`src/rtl/pc_unit_ras_pkg.sv`:
```
// Shared definitions for the program-counter unit: jump-select encoding,
// default datapath width and a small alignment helper.
// Optional feature macro used by the top: PC_MISALIGN_TRAP_EN.
package pc_unit_ras_pkg;

   localparam int XLEN_DEFAULT = 32;

   typedef enum logic [1:0] {
      PJumpPc4 = 2'd0,
      PJumpImm = 2'd1,
      PJumpAlu = 2'd2,
      PJumpRas = 2'd3
   } jump_sel_e;

   function automatic logic isMisaligned(input logic [1:0] lowBits);
      return lowBits != 2'b00;
   endfunction

endpackage

```
`src/rtl/pc_unit_ras_return_addr_stack.sv`:
```
// Circular return-address stack. Pushing onto a full stack silently
// overwrites the oldest entry. A simultaneous push and pop replaces the top
// entry in place, so pointer and count stay put. Entry data is not reset.
// Callers must only assert pop_i while count_o is non-zero.
module return_addr_stack
   import pc_unit_ras_pkg::*;
#(
   parameter int XLEN  = XLEN_DEFAULT,
   parameter int DEPTH = 4
) (
   input  logic                       clk,
   input  logic                       rst,
   input  logic                       push_i,
   input  logic                       pop_i,
   input  logic [XLEN-1:0]            pushData_i,
   output logic [XLEN-1:0]            top_o,
   output logic [$clog2(DEPTH):0]     count_o
);

   localparam int PtrW = $clog2(DEPTH);
   localparam int CntW = PtrW + 1;

   logic [XLEN-1:0] mem_q [DEPTH];
   logic [PtrW-1:0] ptr_q, ptr_d;
   logic [CntW-1:0] count_q, count_d;
   logic [PtrW-1:0] topIdx;

   assign topIdx  = ptr_q - PtrW'(1);
   assign top_o   = mem_q[topIdx];
   assign count_o = count_q;

   // Next pointer and occupancy: push grows (saturating), pop shrinks, both together is a replace
   always_comb begin
      ptr_d   = ptr_q;
      count_d = count_q;
      if (push_i && !pop_i) begin
         ptr_d = ptr_q + PtrW'(1);
         if (count_q != CntW'(DEPTH)) begin
            count_d = count_q + CntW'(1);
         end
      end else if (pop_i && !push_i) begin
         ptr_d   = ptr_q - PtrW'(1);
         count_d = count_q - CntW'(1);
      end
   end

   // Entry storage: a replace writes the current top slot, a plain push writes the next free slot
   always_ff @(posedge clk) begin
      if (push_i && pop_i) begin
         mem_q[topIdx] <= pushData_i;
      end else if (push_i) begin
         mem_q[ptr_q] <= pushData_i;
      end
   end

   // Pointer and count registers
   always_ff @(posedge clk or negedge rst) begin
      if (!rst) begin
         ptr_q   <= '0;
         count_q <= '0;
      end else begin
         ptr_q   <= ptr_d;
         count_q <= count_d;
      end
   end

endmodule

```
`src/rtl/pc_unit_ras.sv`:
```
// Program-counter unit: holds the fetch PC, selects the next PC from pc+4,
// a PC-relative immediate, the ALU result or the return-address stack, and
// supports holding fetch with stall. Priority is stall > jump > sequential.
// Optional macro PC_MISALIGN_TRAP_EN: a taken redirect to a target that is
// not word aligned loads TRAP_VECTOR instead and pulses misalign for one cycle.
module pc_unit_ras
   import pc_unit_ras_pkg::*;
#(
   parameter int              XLEN         = XLEN_DEFAULT,
   parameter logic [XLEN-1:0] RESET_VECTOR = '0,
   parameter int              RAS_DEPTH    = 4,
   parameter logic [XLEN-1:0] TRAP_VECTOR  = XLEN'('h100)
) (
   input  logic                        clk,
   input  logic                        rst,
   input  logic                        stall,
   input  logic                        jump,
   input  logic [1:0]                  jumpSel,
   input  logic                        call,
   input  logic [XLEN-1:0]             AluOut,
   input  logic [XLEN-1:0]             PCImm,
   output logic [XLEN-1:0]             pc,
   output logic [XLEN-1:0]             pc4,
   output logic [$clog2(RAS_DEPTH):0]  ras_count,
   output logic                        misalign
);

   localparam int CntW = $clog2(RAS_DEPTH) + 1;

   logic [XLEN-1:0] pc_q, pc_d;
   logic            misalign_q, misalign_d;
   logic [XLEN-1:0] target;
   logic [XLEN-1:0] rasTop;
   logic [CntW-1:0] rasCount;
   logic            rasPush, rasPop;
   jump_sel_e       sel;

   assign sel       = jump_sel_e'(jumpSel);
   assign pc4       = pc_q + XLEN'(4);
   assign pc        = pc_q;
   assign ras_count = rasCount;
   assign misalign  = misalign_q;

`ifndef PC_MISALIGN_TRAP_EN
   logic [XLEN-1:0] unusedTrapVector;
   assign unusedTrapVector = TRAP_VECTOR;
`endif

   // Redirect target selection and stack control; an empty stack falls back to the ALU target
   always_comb begin
      target  = pc4;
      rasPush = 1'b0;
      rasPop  = 1'b0;
      case (sel)
         PJumpPc4: target = pc4;
         PJumpImm: target = PCImm;
         PJumpAlu: target = AluOut;
         PJumpRas: target = (rasCount != '0) ? rasTop : AluOut;
         default:  target = pc4;
      endcase
      if (!stall && jump) begin
         rasPush = call;
         rasPop  = (sel == PJumpRas) && (rasCount != '0);
      end
   end

   // Next PC: hold on stall, step on no jump, otherwise take the redirect (optionally trapped)
   always_comb begin
      pc_d       = pc_q;
      misalign_d = 1'b0;
      if (!stall) begin
         if (!jump) begin
            pc_d = pc4;
         end else begin
            pc_d = target;
`ifdef PC_MISALIGN_TRAP_EN
            if ((sel != PJumpPc4) && isMisaligned(target[1:0])) begin
               pc_d       = TRAP_VECTOR;
               misalign_d = 1'b1;
            end
`endif
         end
      end
   end

   // PC and misalign pulse registers
   always_ff @(posedge clk or negedge rst) begin
      if (!rst) begin
         pc_q       <= RESET_VECTOR;
         misalign_q <= 1'b0;
      end else begin
         pc_q       <= pc_d;
         misalign_q <= misalign_d;
      end
   end

   return_addr_stack #(
      .XLEN  (XLEN),
      .DEPTH (RAS_DEPTH)
   ) uRas (
      .clk        (clk),
      .rst        (rst),
      .push_i     (rasPush),
      .pop_i      (rasPop),
      .pushData_i (pc4),
      .top_o      (rasTop),
      .count_o    (rasCount)
   );

endmodule

```
`config.mk`:
```
export PLATFORM = sky130hd
export DESIGN_NAME = pc_unit_ras
export DESIGN_NICKNAME = d
export VERILOG_FILES = /design/src/rtl/pc_unit_ras_pkg.sv /design/src/rtl/pc_unit_ras_return_addr_stack.sv /design/src/rtl/pc_unit_ras.sv
export SDC_FILE = /design/constraint.sdc
export NUM_CORES = 1
export LEC_CHECK = 0
export BUFFER_PORTS_ARGS = -buffer_cell sky130_fd_sc_hd__buf_2
export CORE_UTILIZATION = 30
export CTS_BUF_LIST = sky130_fd_sc_hd__clkbuf_16
export DETAILED_ROUTE_END_ITERATION = 7
export GPL_TIMING_DRIVEN = 0
export PLACE_DENSITY = 0.49
export SYNTH_ARGS = -nofsm -noshare
export SYNTH_HDL_FRONTEND = slang
export SYNTH_SLANG_ARGS = --single-unit
```
`constraint.sdc`:
```
create_clock -name clk -period 13.7 [get_ports clk]
set_input_delay 0 -clock clk [delete_from_list [all_inputs] [get_ports clk]]
set_output_delay 0 -clock clk [all_outputs]
set_load 0.005 [all_outputs]
```
## After elaboration in Yosys (flattened, before gate mapping)

Memory sizes are Yosys's and may differ from the RTL's.
Cells that the tools add are included.

| word-level totals | value |
|---|---|
| bits in registers | 37 |
| RAM bits | 128 |
| input port bits | 71 |
| output and inout port bits | 68 |
| memories | 1 |

Memory list:

| memory | words | bits a word | read ports | clocked after Yosys merged registers in | wr ports | RTL line | RTL |
|---|---|---|---|---|---|---|---|
| uRas.mem_q | 4 | 32 | 1 | 0 | 1 | pc_unit_ras_return_addr_stack.sv:23 | `logic [XLEN-1:0] mem_q [DEPTH];` |

| cells by class | value |
|---|---|
| add/sub/neg operators | 5 |
| eq/ne operators | 5 |
| multiplexer cells | 18 |
| reduce and logical (&&, ||, !) cells | 13 |

Operator list:

| cell | number |
|---|---|
| one-hot mux 32 bit (4 select lines) | 1 |
| two-way mux 32 bit | 3 |
| adder 32 x 3 -> 32 bit, second input constant | 1 |
| OR reduction 32 bit | 1 |
| two-way mux 3 bit | 3 |
| two-way mux 1 bit | 8 |
| two-way mux 2 bit | 3 |
| logical AND 1 bit | 5 |
| equality test 2 bit, second input constant | 2 |
| adder 3 x 1 -> 3 bit, second input constant | 1 |
| zero test 1 bit | 3 |
| inequality test 3 bit, second input constant | 1 |
| nonzero test 3 bit | 1 |
| subtractor 3 x 1 -> 3 bit, second input constant | 1 |
| adder 2 x 1 -> 2 bit, second input constant | 1 |
| equality test 2 x 1 -> 1 bit, second input constant | 1 |
| zero test 2 bit | 1 |
| inequality test 2 bit, second input constant | 1 |
| AND reduction 2 bit | 1 |
| nonzero test 2 bit | 1 |
| subtractor 2 x 1 -> 2 bit, second input constant | 1 |

## Depth between registers and ports, before layout

Gate-level depths: netlist of run 1.

| logic depth | value |
|---|---|
| word-level depth | 8 |
| gate-level depth with buffers | 13 |
| depth with buffers taken out | 10 |

## By module

Synthesis of run 1 repeated with hierarchy kept, for this count alone.

| unflattened totals | value |
|---|---|
| cell total of the unflattened synthesis | 600 |
| area total of the unflattened synthesis | 8089.0 um^2 |

Modules (own cells, without submodules):

| module | instances | cells an instance | area each (um^2) | sequential area each (um^2) |
|---|---|---|---|---|
| return_addr_stack | 1 | 211 | 5059.9 | 3968.8 |
| pc_unit_ras | 1 | 389 | 3029.2 | 800.8 |

## Worst setup path after synthesis of run 1

Ideal clock, no wire load.

| timing path | value |
|---|---|
| path kind | reg-to-reg |
| start point | reg uRas.count_q[2] (netlist: uRas.count_o[2]) |
| end point | mem uRas.mem_q[1][0] in the netlist's numbering (enable) |
| arrival time | 4.444 ns |
| data required time | 13.232 ns |
| setup slack | 8.788 ns |
| stages on the path, launching flop included | 10 |
| period minus slack after synthesis | 4.912 ns |
| cell sequence | dfrtp_1 > o311a_1 > buf_2 > buf_2 > nand2_1 > ha_1 > clkbuf_1 > inv_1 > ha_1 > nor3b_1 |

| between the ends | value |
|---|---|
| cells in the longest elaborated chain, start to end | 8 |
| elaborated cells on any way between the ends | 11 |
| classes of those cells | 7 x mux; 4 x reduce/logical |

Ends and longest elaborated chain:

| element | RTL line | RTL |
|---|---|---|
| from (decl) | pc_unit_ras_return_addr_stack.sv:25 | `logic [CntW-1:0] count_q, count_d;` |
| from (signal assigned) | pc_unit_ras_return_addr_stack.sv:63 | `count_q <= count_d;` |
| nonzero test 3 bit * | pc_unit_ras.sv:63 | `rasPop = (sel == PJumpRas) && (rasCount != '0);` |
| logical AND 1 bit * | pc_unit_ras.sv:63 |  |
| two-way mux 1 bit * | pc_unit_ras.sv:61 | `if (!stall && jump) begin` |
| logical AND 1 bit * | pc_unit_ras_return_addr_stack.sv:49 | `if (push_i && pop_i) begin` |
| two-way mux 1 bit | pc_unit_ras_return_addr_stack.sv:49 |  |
| two-way mux 1 bit (implied by the code) | pc_unit_ras_return_addr_stack.sv:52 | `mem_q[ptr_q] <= pushData_i;` |
| OR reduction 32 bit (no source line) | n/a |  |
| two-way mux 2 bit (no source line) or two-way mux 1 bit (tied branches) | n/a |  |
| to (decl) | pc_unit_ras_return_addr_stack.sv:23 |  |

Every way passes the cells marked *; elsewhere a longest branch is shown, timed or not.

## Worst setup path in the final report of run 1

| timing path | value |
|---|---|
| start point | reg uRas.count_q[1] (netlist: uRas.count_o[1]) |
| end point | mem uRas.mem_q[1][25] in the netlist's numbering (enable) |

Same word-level chain as after synthesis.

==> run_results.csv, run 1 <==
group,metric,value,unit
flow_run,maxCapViolations,0,
floorplanning,coreArea,25300,um^2
floorplanning,initial_utilization,30.7,%
setup_path,crit_type,"reg2reg",
global_routing,grt_pass1_wl,36700,um
global_routing,grt_use_met2,32.2,%
floorplanning,die_area,26600,um^2
routing,wire_per_inst,23.1,um
yosys,yosys.area.top_type,"edfxtp_1",
finish,antenna_cells,0,
yosys,syn_inst,556,
sta,fmax,0.234,GHz
cts,htreeDepth,4,
placement,dpl-instance-area,9040,um^2
routing,via_count,5724,
floorplanning,num_rows,58,
power,totalPowerFinal,1.56,mW
sta,fin_ws,9.43,ns
yosys,yosysSeqAreaShare,61.3,%
yosys,synth_ff_type,"edfxtp_1",
cts,cts-root-buf,"clkbuf_16",
sta,post-route-period-util,31.1,%
yosys,synth_top_area_share,49.4,%
cts,cts_made_buffers,17,
power,p_per_area,160,nW/um^2
finish,area_growth,25.5,%
sta,setup_viol,0,
yosys,synth_area_leaders,"edfxtp_1, dfrtp_1, mux4_2",
global_routing,use_met1,25.0,%
setup_path,cp.required,13.84,ns
finish,final_nets,815,
global_routing,grt_util_all_layers,19.4,%
placement,gp_congestion,0.863,
cts,cts_buffer_depth,2,
sta,slew_headroom,32.3,%
setup_path,critPathArrivalTime,4.40,ns
yosys,synth_edf_count,128,
yosys,synth_cell_types,47,
yosys,synth_nets,633,
global_routing,grt_max_degree,38,
cts,insertion_delay,0.43,ns
global_routing,grt_busiest_layer,"met2",
setup_path,cp-end-kind,"flip-flop",
routing,drc,0,
cts,clkSinkCount,165,
sta,rsz0062_at_grt,"no",
routing,drtPass1Iterations,6,
yosys,avgSynthCellArea,14.0,um^2
sta,hold_ws,0.00962,ns
power,power_leakage,3.60,nW
floorplanning,die_y,163,um
routing,wl,25000,um
sta,fin_skew,0.0120,ns
finish,post-route-cell-area,9770,um^2
status,status,"complete, no violations",
routing,first_iter_violations,500,
global_routing,grt_pass1_vias,5643,
placement,dp_hpwl,18300,um
routing,antenna_left,0,
finish,final_layout_size_suffix_gt1_share,32.5,%
floorplanning,pin_count,139,
sta,min_period,4.27,ns
sta,drv_slew,0,
cts,clkTransAtPathRegs,0.06,ns
global_routing,grt-ovfl-total,0,
yosys,synthArstFlopShare,22.4,%
yosys,ys.warnings.count,0,
power,vdd_drop_max,0.0972,mV
finish,layout_commonest_cell,"buf_2",
setup_path,crit_fanout,10,
sta,finalSetupTns,0,ns
global_routing,antenna_found_initial,0,
placement,io_buffers,137,
yosys,syn_area,7790,um^2
setup_path,critPathLaunchType,"flip-flop",
global_routing,use_met3,4.60,%
hold_path,hp-class,"in2reg",
finish,final_cell_mix,"buf_2, edfxtp_1, nand2_1",
floorplanning,die_x,163,um
sta,finalHoldViolCount,0,
placement,preCtsSetupSlack,9.21,ns
cts,cts_tree,"built",
routing,routed_via_density,5.30,
sta,worst_slew_pin_slew,1.02,ns
yosys,ys_seq_elements,165,
cts,cts_resized,0,
final timing paths:
kind / from / endpoint / slack [ns] / cells after the start
min in group asynchronous: rst / pc[6] / 0.29 / 2
worst min-delay path: PCImm[10] / pc[10] / 0.01 / 4
max in group asynchronous: rst / pc[20] / 12.78 / 2
worst max register to register: uRas.count_o[1] / uRas.mem_q[1][25] / 9.43 / 12
worst min register to register: pc[11] / pc[11] / 0.51 / 2
worst max-delay path: uRas.count_o[1] / uRas.mem_q[1][25] / 9.43 / 12
worst max-delay path, stage by stage, from the launching register on:
cell and delay [ns]:
dfrtp_1 0.51, o311a_1 0.31, buf_2 0.34, buf_2 0.34, nand2_1 0.16, ha_1 0.24
clkbuf_1 0.18, nor2_1 0.16, xnor2_1 0.23, nor3b_2 0.85, buf_8 0.25, buf_6 0.19
buf_6 0.18
metrics by stage:
step                      util [%]  cells
after global placement        35.1   1023
after CTS                     38.6   1081
after global routing          38.6   1081
after detailed placement      35.7   1034
after floorplan                  -    556
final                         38.6   1081
state kept, by name, indices dropped and copies added (netlist names):
| register | cells |
|---|---|
| uRas.count_o | 3 |
| uRas.mem_q | 128 |
| uRas.ptr_q | 2 |
| pc | 32 |
routing by layer:
layer,routed length [um],vias to the layer above
li1,-,2552
met1,10400,2928
met2,12400,219
met3,1760,25
met4,423,0
met5,0,-
cell families after synthesis:
| group | count (synthesis) | share of synthesized area [%] |
|---|---|---|
| flip-flops | 165 | 61.3 |
| AO/OA/AOI/OAI | 135 | 12.9 |
| AND/OR/NAND/NOR | 131 | 8.97 |
| buffers and inverters | 55 | 3.15 |
| multiplexers | 32 | 9.26 |
| XOR/XNOR | 31 | 3.49 |
| adder cells (fa/ha/maj) | 6 | 0.964 |
| other | 1 | 0.0482 |
layout make-up:
cell class                      instances  area [um^2]
Clock inverter                         15          153
Inverter                               15         56.3
Clock buffer                           17          425
Sequential cell                       165         4770
Timing Repair Buffer                  163          980
Multi-Input combinational cell        336         2790
Tap cell                              330          413
Fill cell                            2406        15600
Buffer                                 40          189
synthesized netlist by cell type (2+ instances only):
library cell,number
and4_1,5
xor2_1,8
clkbuf_1,21
nand3_1,16
a221oi_1,9
and3_1,3
nand2_1,38
a21o_1,2
a41oi_1,2
a311oi_1,2
buf_4,6
o21ai_0,29
a2bb2oi_1,2
nand4_1,7
nand2b_1,2
and2_1,2
a22oi_1,6
a21oi_1,24
o22a_1,6
ha_1,6
nor2b_1,20
edfxtp_1,128
dfrtp_1,37
o21a_1,2
nor3_1,6
o221a_2,8
nor3b_1,2
buf_2,13
o311a_1,4
xnor2_1,23
a221o_1,22
inv_1,15
o31ai_1,6
a31oi_1,6
mux4_2,32
o2bb2ai_1,2
nor2_1,24
power by group:
| group | internal (mW) | total, mW | leakage, nW | switching (mW) |
|---|---|---|---|---|
| logic | 0.190 | 0.420 | 1.71 | 0.230 |
| registers | 0.617 | 0.671 | 1.59 | 0.0537 |
| clock network | 0.282 | 0.474 | 0.295 | 0.192 |
| total | 1.09 | 1.56 | 3.60 | 0.476 |
repair_timing:
item	in CTS	in global routing
hold buffers	15	0
hold endpoints to repair	49	0
buffers inserted	0	0
Power figures use the tool's default switching activity.
==> inputs of run 2 (changes only) <==
- PLACE_DENSITY: 0.49 -> 0.51
- clock period: 13.7 -> 3.5 ns (I/O delays scaled with it)
==> run 2 against run 1 <==
  * Critical path type unchanged
  * Critical path depth decreased by 1
  * Clock power increased to 3.6 times the previous value
  * Total power increased to 3.9 times the previous value
  * Largest power group unchanged
  * Via count increased by 1.0%
  * Sequential power increased to 3.9 times the previous value
  * Worst setup slack got worse by 9.3 ns
  * Wire length decreased by 2.2%
  * Cell area increased by 1.6%
==> run_results.csv, run 2 (same netlist as run 1, synthesis figures left out) <==
group,metric,value,unit
cts,cts_tree,"built",
finish,final_layout_size_suffix_gt1_share,33.2,%
finish,fillCellCount,2405,
sta,slew_headroom,32.2,%
setup_path,r2r_setup_slack,0.14,ns
power,p_per_area,608,nW/um^2
sta,fmax,0.298,GHz
routing,drtPass1Iterations,5,
setup_path,cp.required,3.63,ns
floorplanning,num_rows,58,
cts,cts_made_buffers,17,
power,seqPwrFrac,43.5,%
finish,final_nets,822,
placement,dp.cells,1030,
floorplanning,pin_count,139,
flow_run,maxCapViolations,0,
floorplanning,die_x,163,um
power,totalPowerFinal,6.03,mW
cts,insertion_delay,0.43,ns
finish,largest_reg_flops,128,
power,p_switching,1.87,mW
routing,antenna_left,0,
finish,antenna_cells,0,
global_routing,grt_pass1_vias,5903,
setup_path,cp-endpoint,"uRas.mem_q[2][16]",
finish,layout_commonest_cell,"buf_2",
hold_path,hp-class,"in2reg",
routing,first_iter_violations,540,
finish,layout.cells.non_filler,1088,
setup_path,cp-end-kind,"flip-flop",
finish,area_growth,27.5,%
routing,routed_via_density,5.32,
finish,final_cell_mix,"buf_2, edfxtp_1, nand2_1",
sta,finalHoldViolCount,0,
power,clkPwrFrac,27.9,%
routing,wire_per_inst,22.5,um
sta,drv_slew,0,
sta,min_period,3.36,ns
cts,clkTransAtPathRegs,0.06,ns
sta,worst_slew_pin_slew,1.02,ns
sta,fin_skew,0.0194,ns
routing,wl,24500,um
setup_path,critPathArrivalTime,3.49,ns
placement,gp_congestion,0.817,
setup_path,crit_fanout,12,
floorplanning,coreArea,25300,um^2
floorplanning,initial_utilization,30.7,%
power,power_leakage,3.66,nW
global_routing,grt-ovfl-total,0,
cts,clkSinkCount,165,
routing,via_count,5784,
status,status,"complete, no violations",
cts,cts-root-buf,"clkbuf_16",
setup_path,reg2regPathDepth,11,
setup_path,r2r_start,"uRas.count_o[2]",
power,switching_share,31.0,%
global_routing,grt_util_all_layers,19.2,%
sta,setup_viol,0,
cts,cts_buffer_depth,2,
setup_path,reg2reg_to,"uRas.mem_q[2][16]",
placement,io_buffers,137,
sta,rsz0062_at_grt,"no",
power,comb_power_share,28.5,%
placement,dp_hpwl,17900,um
setup_path,critPathLaunchType,"flip-flop",
floorplanning,die_area,26600,um^2
setup_path,critPathLaunch,"uRas.count_o[2]",
global_routing,grt_pass1_wl,36700,um
power,intPower,4.16,mW
global_routing,antenna_found_initial,0,
setup_path,crit_type,"reg2reg",
power,vdd_drop_max,0.381,mV
routing,drc,0,
sta,post-route-period-util,96.0,%
floorplanning,die_y,163,um
global_routing,grt_max_degree,38,
cts,htreeDepth,4,
finish,top_register,"uRas.mem_q",
[run 2: changes by cell type in the layout (fill, tap and decap cells not counted), sizes merged]
cell | before | now
bufinv | 3 | 1
clkinvlp | 2 | 4
clkbuf | 38 | 40
buf | 167 | 171
dlygate4sd3 | 15 | 16
[run 2: layer usage]
| layer | track usage (%) | wire length [um] |
|---|---|---|
| met5 | 0 | 0 |
| met3 | 4.57 | 1880 |
| met4 | 7.31 | 639 |
| met2 | 31.9 | 12000 |
| met1 | 24.1 | 9950 |
[run 2: per-stage QoR]
stage | hold slack [ns] | setup slack [ns] | area, um^2 | setup TNS (ns) | utilization [%]
6_report | 0.00581 | 0.141 | 9930 | 0 | 39.2
5_1_grt | 0.0317 | 0.0172 | 9930 | 0 | 39.2
4_1_cts | 0.000443 | 0.0666 | 9900 | 0 | 39.1
3_5_place_dp | 0.211 | -0.755 | 9100 | -72.39 | 35.9
3_3_place_gp | 0.205 | -1.93 | 8900 | -215.17 | 35.1
2_1_floorplan | -0.296 | -0.302 | 7800 | -28.65 | -
[run 2: worst min-delay path by stage]
stage | startpoint | to | slack [ns] | cells past startpoint
5_1_grt | PCImm[9] | pc[9] | 0.03 | 4
3_5_place_dp | rst | pc[6] | 0.21 | 1
4_1_cts | PCImm[9] | pc[9] | 0.0004 | 4
2_1_floorplan | rst | pc[0] | -0.30 | 0
6_report | PCImm[10] | pc[10] | 0.006 | 4
3_3_place_gp | rst | pc[6] | 0.21 | 1
[run 2: what timing repair did]
item	in CTS	in global routing
pin swaps	1	1
hold buffers	16	0
resized for setup	3	3
endpoints found under the hold margin	50	0
setup buffers	9	1
setup endpoints to repair	128	88
[run 2: area by class of cell]
type | instances | area (um^2) | area share (%)
sequential | 165 | 4770 | 48.1
multi-input combinational | 336 | 2820 | 28.4
buffer | 40 | 195 | 1.97
clock buffer | 17 | 425 | 4.29
timing repair buffer | 170 | 1140 | 11.5
tap | 330 | 413 | 4.16
clock inverter | 15 | 103 | 1.03
inverter | 15 | 56.3 | 0.567
[run 2: worst max-delay path, cell delays in order, from the launching register on]
cell and delay [ns]:
dfrtp_1 0.46, o311a_1 0.46, clkbuf_4 0.25, clkbuf_4 0.25
nand2_1 0.15, ha_1 0.17, clkbuf_2 0.21, inv_1 0.10
ha_2 0.42, nor3b_4 0.26, buf_4 0.18, buf_16 0.15
[run 2: power groups by stage]
| stage | registers (mW) | logic (mW) | clock network [mW] |
|---|---|---|---|
| 2_1_floorplan | 2.61 | 0.997 | 0 |
| 3_3_place_gp | 2.66 | 1.57 | 0 |
| 3_5_place_dp | 2.66 | 1.66 | 0 |
| 4_1_cts | 2.62 | 1.72 | 1.73 |
| 5_1_grt | 2.65 | 1.88 | 1.80 |
| 6_report | 2.63 | 1.72 | 1.69 |
==> inputs of run 3 (changes only) <==
- ABC_AREA: default -> 1
==> run 3 against run 2 <==
  * Synthesized area increased by 7.7%
  * Non-clock buffer count increased by 22
  * Sequential power decreased by 2%
  * Total power increased by 9.7%
  * Fmax increased by 2.6%
  * Utilization increased by 0.41 points
  * Cell area increased by 8.4%
  * Global-route usage increased by 0.69 points
  * Hold slack improved by 0.0079 ns
  * Critical path depth unchanged
  * Critical path type unchanged
  * Largest cell class unchanged
==> run_results.csv, run 3 <==
group,metric,value,unit
finish,utilization,39.6,%
cts,clkSinkCount,165,
yosys,synthArstFlopShare,22.4,%
status,status,"complete, no violations",
sta,finalHoldViolCount,0,
yosys,synth_ff_type,"edfxtp_1",
cts,cts_made_buffers,17,
floorplanning,num_rows,60,
yosys,synth_top_area_share,45.8,%
finish,fillCellCount,2818,
floorplanning,die_x,169,um
routing,wl,27700,um
yosys,synth_nets,1084,
global_routing,antenna_found_initial,1,
yosys,syn_inst,1007,
floorplanning,pin_count,139,
setup_path,max_stage_delay,0.42,ns
finish,post-route-cell-area,10800,um^2
yosys,ys.warnings.count,0,
finish,top_register,"uRas.mem_q",
flow_run,maxCapViolations,0,
yosys,synth_top_family_by_area,"simple AND/OR/NAND/NOR gates",
finish,final_layout_size_suffix_gt1_share,19.2,%
power,p_per_area,615,nW/um^2
yosys,yosys.area.top_type,"edfxtp_1",
yosys,synth_area_leaders,"edfxtp_1, nand2_1, dfrtp_1",
finish,final_cell_mix,"nand2_1, buf_2, edfxtp_1",
finish,area_growth,28.3,%
power,vdd_drop_max,0.259,mV
setup_path,cp-end-kind,"flip-flop",
sta,drv_slew,0,
global_routing,grt_max_degree,38,
placement,io_buffers,135,
hold_path,hold_path_depth,7,
sta,setup_viol,0,
yosys,synth-compound-area-share,5.01,%
cts,cts_buffer_depth,2,
yosys,synth_edf_count,128,
sta,fin_skew,0.00900,ns
setup_path,critPathLaunch,"uRas.count_o[0]",
routing,via_count,7383,
yosys,avgSynthCellArea,8.33,um^2
placement,dpl-instance-area,9710,um^2
placement,gp_congestion,0.954,
yosys,yosys-top-cells-count,"nand2_1, edfxtp_1, nand3_1",
yosys,yosysSeqAreaShare,56.9,%
floorplanning,initial_utilization,30.9,%
cts,insertion_delay,0.42,ns
setup_path,critPathLaunchType,"flip-flop",
setup_path,r2r_start,"uRas.count_o[0]",
setup_path,crit_fanout,15,
yosys,ys_seq_elements,165,
setup_path,critPathArrivalTime,3.40,ns
power,power_leakage,4.86,nW
cts,htreeDepth,4,
yosys,syn_area,8390,um^2
yosys,muxShareOfSynthArea,0.134,%
global_routing,grt_pass1_wl,41600,um
routing,drtPass1Iterations,5,
floorplanning,die_y,169,um
routing,antenna_left,0,
cts,clkTransAtPathRegs,0.07,ns
global_routing,grt-ovfl-total,0,
yosys,synthSimpleGateAreaFrac,30.8,%
floorplanning,coreArea,27200,um^2
setup_path,r2r_setup_slack,0.23,ns
cts,cts-root-buf,"clkbuf_16",
routing,drc,0,
sta,slew_headroom,29.8,%
hold_path,hold_start,"PCImm[23]",
routing,routed_via_density,4.61,
setup_path,cp.required,3.62,ns
sta,fmax,0.305,GHz
setup_path,crit_type,"reg2reg",
sta,min_period,3.27,ns
finish,layout_commonest_cell,"nand2_1",
setup_path,slowest_stage,"dfrtp_1",
yosys,synth_cell_types,35,
global_routing,grt_pass1_vias,6898,
setup_path,crit_top_cell,"inv_1",
yosys,synth_xor_xnor_area_share,0.836,%
placement,dp_hpwl,20800,um
cts,cts_tree,"built",
sta,rsz0062_at_grt,"no",
hold_path,hp-class,"in2reg",
finish,final_nets,1295,
finish,antenna_cells,0,
global_routing,grt_util_all_layers,19.9,%
floorplanning,die_area,28600,um^2
yosys,yosysMostFrequentCell,"nand2_1",
setup_path,reg2reg_to,"uRas.mem_q[2][25]",
setup_path,worstPathCellList,"nor2_2 -> nand2_1 -> nand3_1 -> nor3_2 -> inv_1 -> ha_1 -> inv_1 -> ha_1 -> inv_1 -> nor3_4 -> buf_8",
sta,post-route-period-util,93.5,%
sta,worst_slew_pin_slew,1.05,ns
routing,first_iter_violations,487,
yosys,synthAdderAreaFrac,0.895,%
routing,wire_per_inst,17.3,um
setup_path,reg2regPathDepth,11,
hold_path,min_to,"pc[23]",
finish,largest_reg_flops,128,
-- run 3: cell count changes after synthesis, moves of 8 or more --
cell / delta
nand3_1: +80
a221o_1: -22
nor2b_1: -20
mux4_2: -32
a21oi_1: +24
inv_1: +46
clkbuf_1: -12
buf_2: +10
a221oi_1: -9
nor2_1: +38
xnor2_1: -21
o21ai_0: -15
o221a_2: -8
nand2_1: +431
-- run 3: layer usage --
metal	global-route usage [%]	vias up	wire length (um)
met4	7.05	2	633
met1	26.5	3461	12700
li1	-	3697	-
met3	4.01	37	1460
met2	32.1	186	12900
met5	0	-	8
-- run 3: final cells by class --
type | count | area [um^2] | share of cell area, %
Clock inverter | 15 | 150 | 1.40
Tap cell | 372 | 465 | 4.33
Buffer | 39 | 201 | 1.87
Clock buffer | 17 | 425 | 3.95
Sequential cell | 165 | 4770 | 44.3
Timing Repair Buffer | 193 | 1280 | 11.9
Inverter | 65 | 244 | 2.27
Multi-Input combinational cell | 737 | 3220 | 29.9
-- run 3: cell families (layout without fill, tap and decap cells) --
family	after synthesis	count (layout)
and+or+nand+nor	645	645
AOI/OAI and AO/OA	76	76
xor gates and xnor gates	8	8
adders and majority gates	6	6
buffers and inverters	105	329
DFF	165	165
muxes	1	1
other	1	1
-- run 3: through the flow --
step | TNS, ns | instances | hold WS [ns] | setup WS, ns | power [mW]
final | 0 | 1603 | 0.0137 | 0.226 | 6.62
after global routing | 0 | 1603 | 0.0286 | 0.0313 | 7.05
after CTS | 0 | 1594 | 0.0116 | 0.0409 | 6.65
after detailed placement | -4.46 | 1524 | 0.217 | -0.191 | 4.71
after global placement | -273.89 | 1514 | 0.250 | -3.34 | 4.66
after floorplan | -62.69 | 1007 | -0.296 | -0.951 | 3.82
-- run 3: worst max-delay path by stage --
stage | endpoint | slack [ns] | cells after the start
3_3_place_gp | uRas.mem_q[1][3] | -3.34 | 10
2_1_floorplan | uRas.mem_q[3][0] | -0.95 | 10
6_report | uRas.mem_q[2][25] | 0.23 | 11
4_1_cts | uRas.mem_q[3][29] | 0.04 | 12
5_1_grt | uRas.mem_q[2][25] | 0.03 | 11
3_5_place_dp | uRas.mem_q[3][4] | -0.19 | 12
-- run 3: report_power, final --
part           internal (mW)  switching, mW  total, mW  leakage, nW
Clock                   1.06          0.825       1.88        0.285
Combinational          0.719           1.43       2.15         2.95
Sequential              2.40          0.190       2.59         1.62
Total                   4.17           2.44       6.62         4.86
-- run 3: what timing repair did --
action	in CTS	in global routing
buffers inserted	3	10
hold endpoints to repair	54	0
gates cloned	0	0
pin swaps	1	2
setup endpoints to repair	72	76
gates resized for setup	3	1
hold buffers	35	0
-- run 3: worst max-delay path, delay by kind of cell, from the launching register on --
| family | cells | cell delay, ns |
|---|---|---|
| fa+ha+maj | 2 | 0.74 |
| buf+inv | 4 | 0.58 |
| flops | 1 | 0.42 |
| simple gates | 5 | 1.21 |
